==> config.mk <==
export PLATFORM = sky130hd
export DESIGN_NAME = ysyx_22050710_lsu_req_queue
export DESIGN_NICKNAME = d
export VERILOG_FILES = /design/src/rtl/ysyx_22050710_lsu_req_queue.sv
export SDC_FILE = /design/constraint.sdc
export NUM_CORES = 1
export LEC_CHECK = 0
export ABC_AREA = 1
export BUFFER_PORTS_ARGS = -buffer_cell sky130_fd_sc_hd__buf_2
export CAP_MARGIN = 20
export CORE_MARGIN = 1.5
export CORE_UTILIZATION = 45
export DETAILED_ROUTE_END_ITERATION = 16
export GPL_TIMING_DRIVEN = 0
export HOLD_SLACK_MARGIN = 0.1
export SKIP_LAST_GASP = 1
export SLEW_MARGIN = 0
export SYNTH_ARGS = -nofsm -noshare
export SYNTH_HDL_FRONTEND = slang
export SYNTH_SLANG_ARGS = --single-unit
==> constraint.sdc <==
create_clock -name i_clk -period 7 [get_ports i_clk]
set_input_delay 1.4 -clock i_clk [delete_from_list [all_inputs] [get_ports i_clk]]
set_output_delay 1.4 -clock i_clk [all_outputs]
set_load 0.005 [all_outputs]
==> src/rtl/ysyx_22050710_lsu_req_queue.sv <==
// LSU request queue: buffers EX memory requests, issues them in order on an SRAM-like
// req/addr_ok/data_ok bus, and returns in-order responses (including misalign errors) to MS.
module ysyx_22050710_lsu_req_queue #(
    parameter int ADDR_WD   = 32,
    parameter int DATA_WD   = 64,
    parameter int TAG_WD    = 5,
    parameter int REQ_DEPTH = 4,
    parameter int MAX_OUT   = 2
) (
    input  logic                 i_clk,
    input  logic                 i_rst,
    input  logic                 i_flush,
    input  logic                 i_es_req_valid,
    output logic                 o_es_req_allowin,
    input  logic                 i_es_req_wr,
    input  logic [2:0]           i_es_req_mem_op,
    input  logic [ADDR_WD-1:0]   i_es_req_addr,
    input  logic [DATA_WD-1:0]   i_es_req_wdata,
    input  logic [TAG_WD-1:0]    i_es_req_tag,
    output logic                 o_data_sram_req,
    output logic                 o_data_sram_op,
    output logic [1:0]           o_data_sram_size,
    output logic [ADDR_WD-1:0]   o_data_sram_addr,
    output logic [DATA_WD/8-1:0] o_data_sram_wstrb,
    output logic [DATA_WD-1:0]   o_data_sram_wdata,
    input  logic                 i_data_sram_addr_ok,
    input  logic                 i_data_sram_data_ok,
    input  logic [DATA_WD-1:0]   i_data_sram_rdata,
    output logic                 o_rsp_valid,
    input  logic                 i_rsp_ready,
    output logic [TAG_WD-1:0]    o_rsp_tag,
    output logic                 o_rsp_wr,
    output logic [DATA_WD-1:0]   o_rsp_rdata,
    output logic                 o_rsp_err,
    output logic                 o_busy
);
    localparam int STRB_WD = DATA_WD / 8;
    localparam int OFF_WD  = $clog2(STRB_WD);
    localparam int RQ_PW   = $clog2(REQ_DEPTH);
    localparam int RQ_CW   = RQ_PW + 1;
    localparam int MO_PW   = (MAX_OUT > 1) ? $clog2(MAX_OUT) : 1;
    localparam int CNT_WD  = $clog2(MAX_OUT) + 1;
    localparam int CR_WD   = CNT_WD + 1;
    localparam logic [CR_WD-1:0] CREDIT_MAX = CR_WD'(MAX_OUT);
    localparam logic [RQ_CW-1:0] RQ_FULL    = RQ_CW'(REQ_DEPTH);

    typedef struct packed {
        logic               wr;
        logic [1:0]         size;
        logic [ADDR_WD-1:0] addr;
        logic [DATA_WD-1:0] wdata;
        logic [TAG_WD-1:0]  tag;
        logic               err;
    } req_t;

    typedef struct packed {
        logic [TAG_WD-1:0] tag;
        logic              wr;
    } pend_t;

    typedef struct packed {
        logic [TAG_WD-1:0]  tag;
        logic               wr;
        logic [DATA_WD-1:0] rdata;
        logic               err;
    } rsp_t;

    req_t  rq_mem [REQ_DEPTH];
    pend_t pd_mem [MAX_OUT];
    rsp_t  rs_mem [MAX_OUT];

    logic [RQ_PW-1:0]  rq_wp, rq_rp;
    logic [RQ_CW-1:0]  rq_cnt;
    logic [MO_PW-1:0]  pd_wp, pd_rp, rs_wp, rs_rp;
    logic [CNT_WD-1:0] out_cnt, rsp_cnt, drop_cnt;

    req_t  enq_entry, rq_head;
    pend_t pd_head;
    rsp_t  rs_head, rsp_in;
    logic  misalign, credit_ok, can_go, issue, bus_fire, err_pop, rq_pop, enq;
    logic  drop_ack, cpl, rsp_push, rsp_pop;
    logic [STRB_WD-1:0] size_mask;
    logic [OFF_WD-1:0]  offset;

    function automatic logic [MO_PW-1:0] mo_inc(input logic [MO_PW-1:0] p);
        return (p == MO_PW'(MAX_OUT - 1)) ? '0 : p + 1'b1;
    endfunction

    always_comb begin
        enq_entry.wr    = i_es_req_wr;
        enq_entry.size  = i_es_req_mem_op[2:1];
        enq_entry.addr  = i_es_req_addr;
        enq_entry.wdata = i_es_req_wdata;
        enq_entry.tag   = i_es_req_tag;
        case (i_es_req_mem_op[2:1])
            2'd0:    misalign = 1'b0;
            2'd1:    misalign = i_es_req_addr[0];
            2'd2:    misalign = |i_es_req_addr[1:0];
            default: misalign = |i_es_req_addr[2:0];
        endcase
        enq_entry.err = misalign || (i_es_req_mem_op == 3'b111)
                     || ((i_es_req_mem_op[2:1] == 2'd3) && (DATA_WD == 32));
    end

    assign rq_head = rq_mem[rq_rp];
    assign pd_head = pd_mem[pd_rp];
    assign rs_head = rs_mem[rs_rp];

    assign o_es_req_allowin = (rq_cnt != RQ_FULL) && !i_flush;
    assign enq              = i_es_req_valid && o_es_req_allowin;

    // Issue is blocked while dropped transactions from a flush are still draining.
    assign credit_ok = ({1'b0, out_cnt} + {1'b0, rsp_cnt}) < CREDIT_MAX;
    assign can_go    = (rq_cnt != '0) && credit_ok && !i_flush && (drop_cnt == '0);
    assign issue     = can_go && !rq_head.err;
    assign bus_fire  = issue && i_data_sram_addr_ok;
    assign err_pop   = can_go && rq_head.err && (out_cnt == '0);
    assign rq_pop    = bus_fire || err_pop;

    assign drop_ack = i_data_sram_data_ok && (drop_cnt != '0);
    assign cpl      = i_data_sram_data_ok && (drop_cnt == '0) && (out_cnt != '0);
    assign rsp_push = (cpl && !i_flush) || err_pop;
    assign rsp_pop  = (rsp_cnt != '0) && i_rsp_ready && !i_flush;

    always_comb begin
        rsp_in.tag   = rq_head.tag;
        rsp_in.wr    = rq_head.wr;
        rsp_in.rdata = '0;
        rsp_in.err   = 1'b1;
        if (cpl) begin
            rsp_in.tag   = pd_head.tag;
            rsp_in.wr    = pd_head.wr;
            rsp_in.rdata = pd_head.wr ? '0 : i_data_sram_rdata;
            rsp_in.err   = 1'b0;
        end
    end

    always_comb begin
        size_mask = '0;
        for (int unsigned i = 0; i < STRB_WD; i++) begin
            if (i < (32'd1 << rq_head.size)) size_mask[i] = 1'b1;
        end
    end

    assign offset            = rq_head.addr[OFF_WD-1:0];
    assign o_data_sram_req   = issue;
    assign o_data_sram_op    = issue && rq_head.wr;
    assign o_data_sram_size  = issue ? rq_head.size : 2'd0;
    assign o_data_sram_addr  = issue ? rq_head.addr : '0;
    assign o_data_sram_wstrb = (issue && rq_head.wr) ? (size_mask << offset) : '0;
    assign o_data_sram_wdata = issue ? (rq_head.wdata << {offset, 3'b000}) : '0;

    assign o_rsp_valid = (rsp_cnt != '0);
    assign o_rsp_tag   = o_rsp_valid ? rs_head.tag : '0;
    assign o_rsp_wr    = o_rsp_valid && rs_head.wr;
    assign o_rsp_rdata = o_rsp_valid ? rs_head.rdata : '0;
    assign o_rsp_err   = o_rsp_valid && rs_head.err;
    assign o_busy      = (rq_cnt != '0) || (out_cnt != '0) || (rsp_cnt != '0) || (drop_cnt != '0);

    always_ff @(posedge i_clk or posedge i_rst) begin
        if (i_rst) begin
            rq_wp    <= '0;
            rq_rp    <= '0;
            rq_cnt   <= '0;
            pd_wp    <= '0;
            pd_rp    <= '0;
            rs_wp    <= '0;
            rs_rp    <= '0;
            rsp_cnt  <= '0;
            out_cnt  <= '0;
            drop_cnt <= '0;
        end else if (i_flush) begin
            rq_wp    <= '0;
            rq_rp    <= '0;
            rq_cnt   <= '0;
            pd_wp    <= '0;
            pd_rp    <= '0;
            rs_wp    <= '0;
            rs_rp    <= '0;
            rsp_cnt  <= '0;
            out_cnt  <= '0;
            // Outstanding beats become drops; a data_ok landing this cycle is already one of them.
            drop_cnt <= drop_cnt + out_cnt - CNT_WD'(cpl) - CNT_WD'(drop_ack);
        end else begin
            if (enq)      rq_wp <= rq_wp + 1'b1;
            if (rq_pop)   rq_rp <= rq_rp + 1'b1;
            rq_cnt <= rq_cnt + RQ_CW'(enq) - RQ_CW'(rq_pop);
            if (bus_fire) pd_wp <= mo_inc(pd_wp);
            if (cpl)      pd_rp <= mo_inc(pd_rp);
            out_cnt  <= out_cnt + CNT_WD'(bus_fire) - CNT_WD'(cpl);
            drop_cnt <= drop_cnt - CNT_WD'(drop_ack);
            if (rsp_push) rs_wp <= mo_inc(rs_wp);
            if (rsp_pop)  rs_rp <= mo_inc(rs_rp);
            rsp_cnt <= rsp_cnt + CNT_WD'(rsp_push) - CNT_WD'(rsp_pop);
        end
    end

    always_ff @(posedge i_clk) begin
        if (enq)      rq_mem[rq_wp] <= enq_entry;
        if (bus_fire) pd_mem[pd_wp] <= '{tag: rq_head.tag, wr: rq_head.wr};
        if (rsp_push) rs_mem[rs_wp] <= rsp_in;
    end
endmodule
==> impl_metrics.json, run 1 <==
{
  "min_path_type": "reg2reg",
  "tns_ns": 0,
  "p_per_area_mw_per_mm2": 295,
  "synth.avg_cell_area_um2": 10.5,
  "clk_latency_ns": 0.63,
  "grt_pass1_vias": 19000,
  "area_growth_pct": 19.5,
  "final_nets": 3112,
  "start_kind": "register",
  "via_per_inst": 5.20,
  "start_util": 0.454,
  "clock_path_buffers": 3,
  "io_buffers": 357,
  "synth_edf_count": 574,
  "synth_ff_type": "edfxtp_1",
  "async_flop_share": 0.0288,
  "core_area_mm2": 0.0576,
  "rr_endpoint": "drop_cnt[1]",
  "hold_slack_ns": 0.507,
  "fill_cells": 5084,
  "finalInstanceArea_mm2": 0.0312,
  "antenna_left": 0,
  "yosys.area.top_type": "edfxtp_1",
  "cts_sinks": 591,
  "path_max_fanout": 10,
  "maxCapViolCount": 0,
  "status": "complete, no violations",
  "syn_nets": 2672,
  "synthTopCellsByCount": "723 x nand2_1, 574 x edfxtp_1, 306 x nor2_1, 244 x nand3_1, 171 x inv_1",
  "rsz0062_at_grt": "no",
  "grt_pass1_wl_mm": 116,
  "drive_above_1_share": 0.202,
  "peakVddDrop_mv": 0.212,
  "crit_required_ns": 5.60,
  "place_area_mm2": 0.0294,
  "tightest_slew_ns": 0.961,
  "synth_area_leaders": "edfxtp_1 66%, nand2_1 10%, nand3_1 4.7%",
  "grt_overflow": 0,
  "via_count": 19500,
  "cts_tree": "yes",
  "syn_area_mm2": 0.0261,
  "die_w_um": 244,
  "worstSetupEndpointType": "primary output",
  "synth_seq_area_share": 0.676,
  "hold_viol": 0,
  "grtUsageTotal": 0.261,
  "ios": 358,
  "hpwl_mm": 55.7,
  "clkTransAtPathRegs_ns": 0.06,
  "yosysWarnings": 0,
  "antenna_found_initial": 21,
  "period_needed_ns": 4.81,
  "grt_max_degree": 66,
  "min-delay-start": "pd_wp",
  "drv_slew": 0,
  "drt_iter0_drc": 1630,
  "skew_ns": 0.0291,
  "cts_buffers": 60,
  "r2r_start": "out_cnt[1]",
  "cts-root-buf": "clkbuf_16",
  "die_h_um": 244,
  "hold_buffers": 0,
  "setup_viol": 0,
  "htreeDepth": 2,
  "place_congestion": 0.984,
  "num_rows": 88,
  "leakage_nw": 13.0,
  "drt_first_pass_iters": 8,
  "maxSlewHeadroom": 0.357,
  "routed_wl_mm": 78.7,
  "synth-seq-cells": 591,
  "cts_setup_buffers": 0,
  "reg2reg_slack_ns": 3.57,
  "fin_crit_sh": 0.688,
  "netlist_instances": 2480,
  "crit_arrival_ns": 3.41,
  "yosys.cell_count.top_type": "nand2_1",
  "whs_endpoint": "pd_wp",
  "critPathKind": "reg2out",
  "synth_top_area_frac": 0.660,
  "postCtsResizedCells": 0,
  "post_drt_wl_per_cell_um": 21.1,
  "route.detailed.drc": 0,
  "synth_cell_types": 35,
  "max_freq_ghz": 0.208,
  "r2r_cells": 13,
  "die_area_mm2": 0.0595,
  "hold_depth": 2
}
[where the power goes]
| part | internal, mW | switching, mW | leakage [nW] |
|---|---|---|---|
| logic | 0.606 | 1.43 | 6.74 |
| registers | 4.12 | 0.0603 | 5.37 |
| clock network | 1.66 | 1.33 | 0.892 |
[area by class of cell]
cell class                 instances  area (um2)  area share
multi-input combinational       1572        6970       0.223
tap                              765         957      0.0307
buffer                           141         867      0.0278
timing repair buffer             378        2250      0.0722
antenna                            7        17.5    0.000561
inverter                         176         663      0.0213
clock buffer                      82        1630      0.0521
sequential                       591       17700       0.566
clock inverter                    26         190     0.00609
[cell families after synthesis]
group / synth area share
fa+ha+maj: 0.00881
flops: 0.676
simple gates: 0.205
xor+xnor: 0.00268
buf+inv: 0.0585
compound gates: 0.0488
[layout by cell type (no fill, tap or decap), types with 6 or more instances in the layout]
cell / instances
o211ai_2: 6
clkbuf_1: 53
nor3_2: 6
buf_12: 15
clkinv_1: 10
ha_1: 12
dfrtp_1: 17
buf_16: 6
o21ai_0: 97
diode_2: 7
a21oi_1: 111
buf_1: 8
clkinv_2: 11
o21ai_1: 16
nand2_1: 723
or2_2: 7
buf_6: 23
nor2_1: 301
clkbuf_16: 61
buf_2: 405
edfxtp_1: 574
nor2_4: 7
buf_4: 28
inv_1: 170
nand3_1: 244
[flip-flops by register name, indices dropped and copies added (netlist names), 2 cells and up]
signal    count
drop_cnt      2
rs_mem      142
rq_cnt        3
rq_mem      420
out_cnt       2
pd_mem       12
rq_rp         2
rq_wp         2
rsp_cnt       2
[critical path: stages (launching register included)]
cell      delay, ns
dfrtp_1        0.41
nand2_1        0.09
inv_1          0.05
fa_1           0.44
nor2_1         0.10
nand3b_1       0.12
nor2_4         0.15
nand2_4        0.22
nor2_8         0.27
buf_6          0.22
nand2_2        0.11
a21oi_1        0.38
buf_2          0.20
[worst max-delay path by stage]
stage	start	to	cells after the start
global placement	i_flush	rq_mem[0][75]	4
detailed placement	i_flush	o_data_sram_wstrb[2]	10
floorplan	i_flush	rq_mem[0][0]	3
finish	out_cnt[0]	o_data_sram_wstrb[2]	12
CTS	out_cnt[0]	o_data_sram_size[1]	10
global route	out_cnt[0]	o_data_sram_wstrb[2]	12
[metrics by stage]
stage / worst slack (ns) / total power, mW / util / instances
floorplan: 0.220 / 5.45 / - / 2480
global placement: -3.90 / 6.24 / 0.501 / 3602
detailed placement: 2.37 / 6.27 / 0.510 / 3623
CTS: 2.24 / 9.26 / 0.542 / 3731
global route: 2.11 / 9.61 / 0.542 / 3737
finish: 2.19 / 9.21 / 0.542 / 3738
[per-layer routing]
layer / track usage / share of wire
met5: 0 / 0.0020
met4: 0.0808 / 0.030
met3: 0.0549 / 0.078
met2: 0.428 / 0.47
met1: 0.348 / 0.42
(Power assumes the default switching activity.)
==> run 2, diff against run 1 <==
==> constraint.sdc (replaced) <==
create_clock -name i_clk -period 4.86 [get_ports i_clk]
set_input_delay 0.972 -clock i_clk [delete_from_list [all_inputs] [get_ports i_clk]]
set_output_delay 0.972 -clock i_clk [all_outputs]
set_load 0.005 [all_outputs]
==> run 2 against run 1 <==
Effect of this change: first-iteration DRC count hardly changed; setup slack worse by 1.6 ns; largest power group unchanged; highest routed layer unchanged; sequential share of layout area is 0.12 points lower; sequential cell count stayed put; sequential power is 44% higher; count of clock-buffer cells in the layout is 8 lower; combinational power is 44% higher; die area stayed put; critical path depth is 4 lower; global-route usage is 0.23 points higher.
==> impl_metrics.json, run 2 (same netlist as run 1, synthesis figures left out) <==
{
  "routed_wl_mm": 79.5,
  "tightest_slew_ns": 0.908,
  "die_h_um": 244,
  "grtUsageTotal": 0.263,
  "peakVddDrop_mv": 0.333,
  "skew_ns": 0.0315,
  "setup_viol": 0,
  "grt_pass1_vias": 19200,
  "crit_required_ns": 3.89,
  "p_per_area_mw_per_mm2": 430,
  "maxCapViolCount": 0,
  "worstPathCellList": "fa_1, nor2_1, nand3b_1, nor2_4, nand2_4, buf_1, nor2_1, buf_2",
  "core_area_mm2": 0.0576,
  "crit_family": "buffers and inverters",
  "die_area_mm2": 0.0595,
  "maxSlewHeadroom": 0.392,
  "hpwl_mm": 56.7,
  "largest_reg_flops": 420,
  "hold_viol": 0,
  "path_max_fanout": 10,
  "antenna_found_initial": 13,
  "htreeDepth": 2,
  "worstSetupEndpointType": "primary output",
  "layout_commonest_cell": "nand2_1",
  "post_drt_wl_per_cell_um": 21.3,
  "start_kind": "register",
  "drt_iter0_drc": 1631,
  "num_rows": 88,
  "largest-register": "rq_mem",
  "biggestRegsByFlops": "rq_mem: 420 flops, rs_mem: 142 flops, pd_mem: 12 flops",
  "hold_buffers": 0,
  "period_needed_ns": 4.29,
  "grt_overflow": 0,
  "ios": 358,
  "postCtsResizedCells": 0,
  "dp_cells": 3622,
  "slowest_stage": "buf_1",
  "critPathKind": "reg2out",
  "final_nets": 3112,
  "area_growth_pct": 19.7,
  "cts_setup_buffers": 0,
  "place_congestion": 0.965,
  "power.internal_mw": 9.32,
  "swShare": 0.307,
  "grt_pass1_wl_mm": 117,
  "via_per_inst": 5.20,
  "via_count": 19400,
  "clkTransAtPathRegs_ns": 0.06,
  "final_cell_mix": "723 x nand2_1, 574 x edfxtp_1, 405 x buf_2",
  "rsz0062_at_grt": "no",
  "clk_latency_ns": 0.64,
  "crit_arrival_ns": 3.31,
  "start_util": 0.454,
  "path_buf_inv": 2,
  "max_freq_ghz": 0.233,
  "fin_cells": 3736,
  "cts_sinks": 591,
  "drt_first_pass_iters": 6,
  "p_total_mw": 13.4,
  "tns_ns": 0,
  "drive_above_1_share": 0.204,
  "drv_slew": 0,
  "leakage_nw": 13.0,
  "power.switching_mw": 4.12,
  "crit_top_cell": "nor2_1",
  "clock_path_buffers": 3,
  "combPwrFrac": 0.218,
  "place_ws_ns": 0.882,
  "cts-root-buf": "clkbuf_16",
  "fin_crit_sh": 0.882,
  "clkPwrFrac": 0.334,
  "cts_buffers": 61,
  "io_buffers": 357,
  "cpPeakStageDelay_ns": 0.67,
  "status": "complete, no violations",
  "min_path_type": "in2async",
  "grt_max_degree": 52,
  "die_w_um": 244,
  "p_seq_frac": 0.448,
  "setup_ws_ns": 0.575,
  "antenna_left": 0,
  "route.detailed.drc": 0,
  "cts_tree": "yes"
}
==> run 2: cell count changes in the layout (fill, tap and decap cells not counted), sizes merged <==
cell      previous run  this run
clkinvlp             0         4
inv                179       177
clkinv              22        26
buf                485       484
bufinv               1         4
diode                7         5
clkbuf             116       108
==> run 2: final timing paths <==
| path | slack, ns | startpoint | cells past startpoint | endpoint |
|---|---|---|---|---|
| max in group asynchronous | 3.97 | i_rst | 2 | rq_wp[1] |
| hold reg to reg | 0.51 | pd_wp | 2 | pd_wp |
| setup reg to reg | 1.41 | out_cnt[1] | 13 | drop_cnt[1] |
| setup / recovery | 0.57 | out_cnt[1] | 8 | o_data_sram_size[1] |
| min in group i_clk | 0.51 | pd_wp | 2 | pd_wp |
| hold / removal | 0.43 | i_rst | 2 | drop_cnt[1] |
==> run 2: layout make-up <==
class                   instances  area (um2)
fillers                      5052       26300
multi-input cells            1572        6970
flip-flops and latches        591       17700
repair buffers                377        2220
clock buffers                  74        1580
clock inverters                35         345
well taps                     765         957
inverters                     176         663
plain buffers                 141         867
diodes                          5        12.5
==> run 2: metal layers <==
metal,GRT usage,vias to the layer above,part of all wire
li1,-,9225,-
met1,0.357,9358,0.43
met4,0.0748,16,0.026
met3,0.0476,133,0.071
met5,0,-,0.0013
met2,0.434,711,0.48
==> run 2: power by group through the flow <==
stage	Combinational [mW]	Clock, mW	Sequential, mW
global placement	2.80	0	6.21
finish	2.93	4.48	6.02
CTS	2.92	4.57	6.02
floorplan	1.70	0	6.16
global route	3.21	4.76	6.04
detailed placement	2.91	0	6.13
==> run 2: stage by stage <==
step / instance area (um2) / utilization / hold slack (ns)
2_1_floorplan: 26100 / - / 0.471
3_3_place_gp: 28900 / 0.501 / 0.486
3_5_place_dp: 29300 / 0.509 / 0.505
4_1_cts: 31300 / 0.543 / 0.421
5_1_grt: 31300 / 0.543 / 0.478
6_report: 31300 / 0.543 / 0.430
==> run 2: worst register-to-register path, stage by stage (launching register included) <==
cell	delay [ns]
dfrtp_1	0.47
nor2_1	0.13
nor2_1	0.10
nand2_1	0.16
inv_1	0.16
clkbuf_1	0.43
fa_1	0.53
fa_1	0.50
inv_1	0.05
ha_1	0.19
xnor2_1	0.15
or2_2	0.30
nand3_1	0.07
o21ai_0	0.07
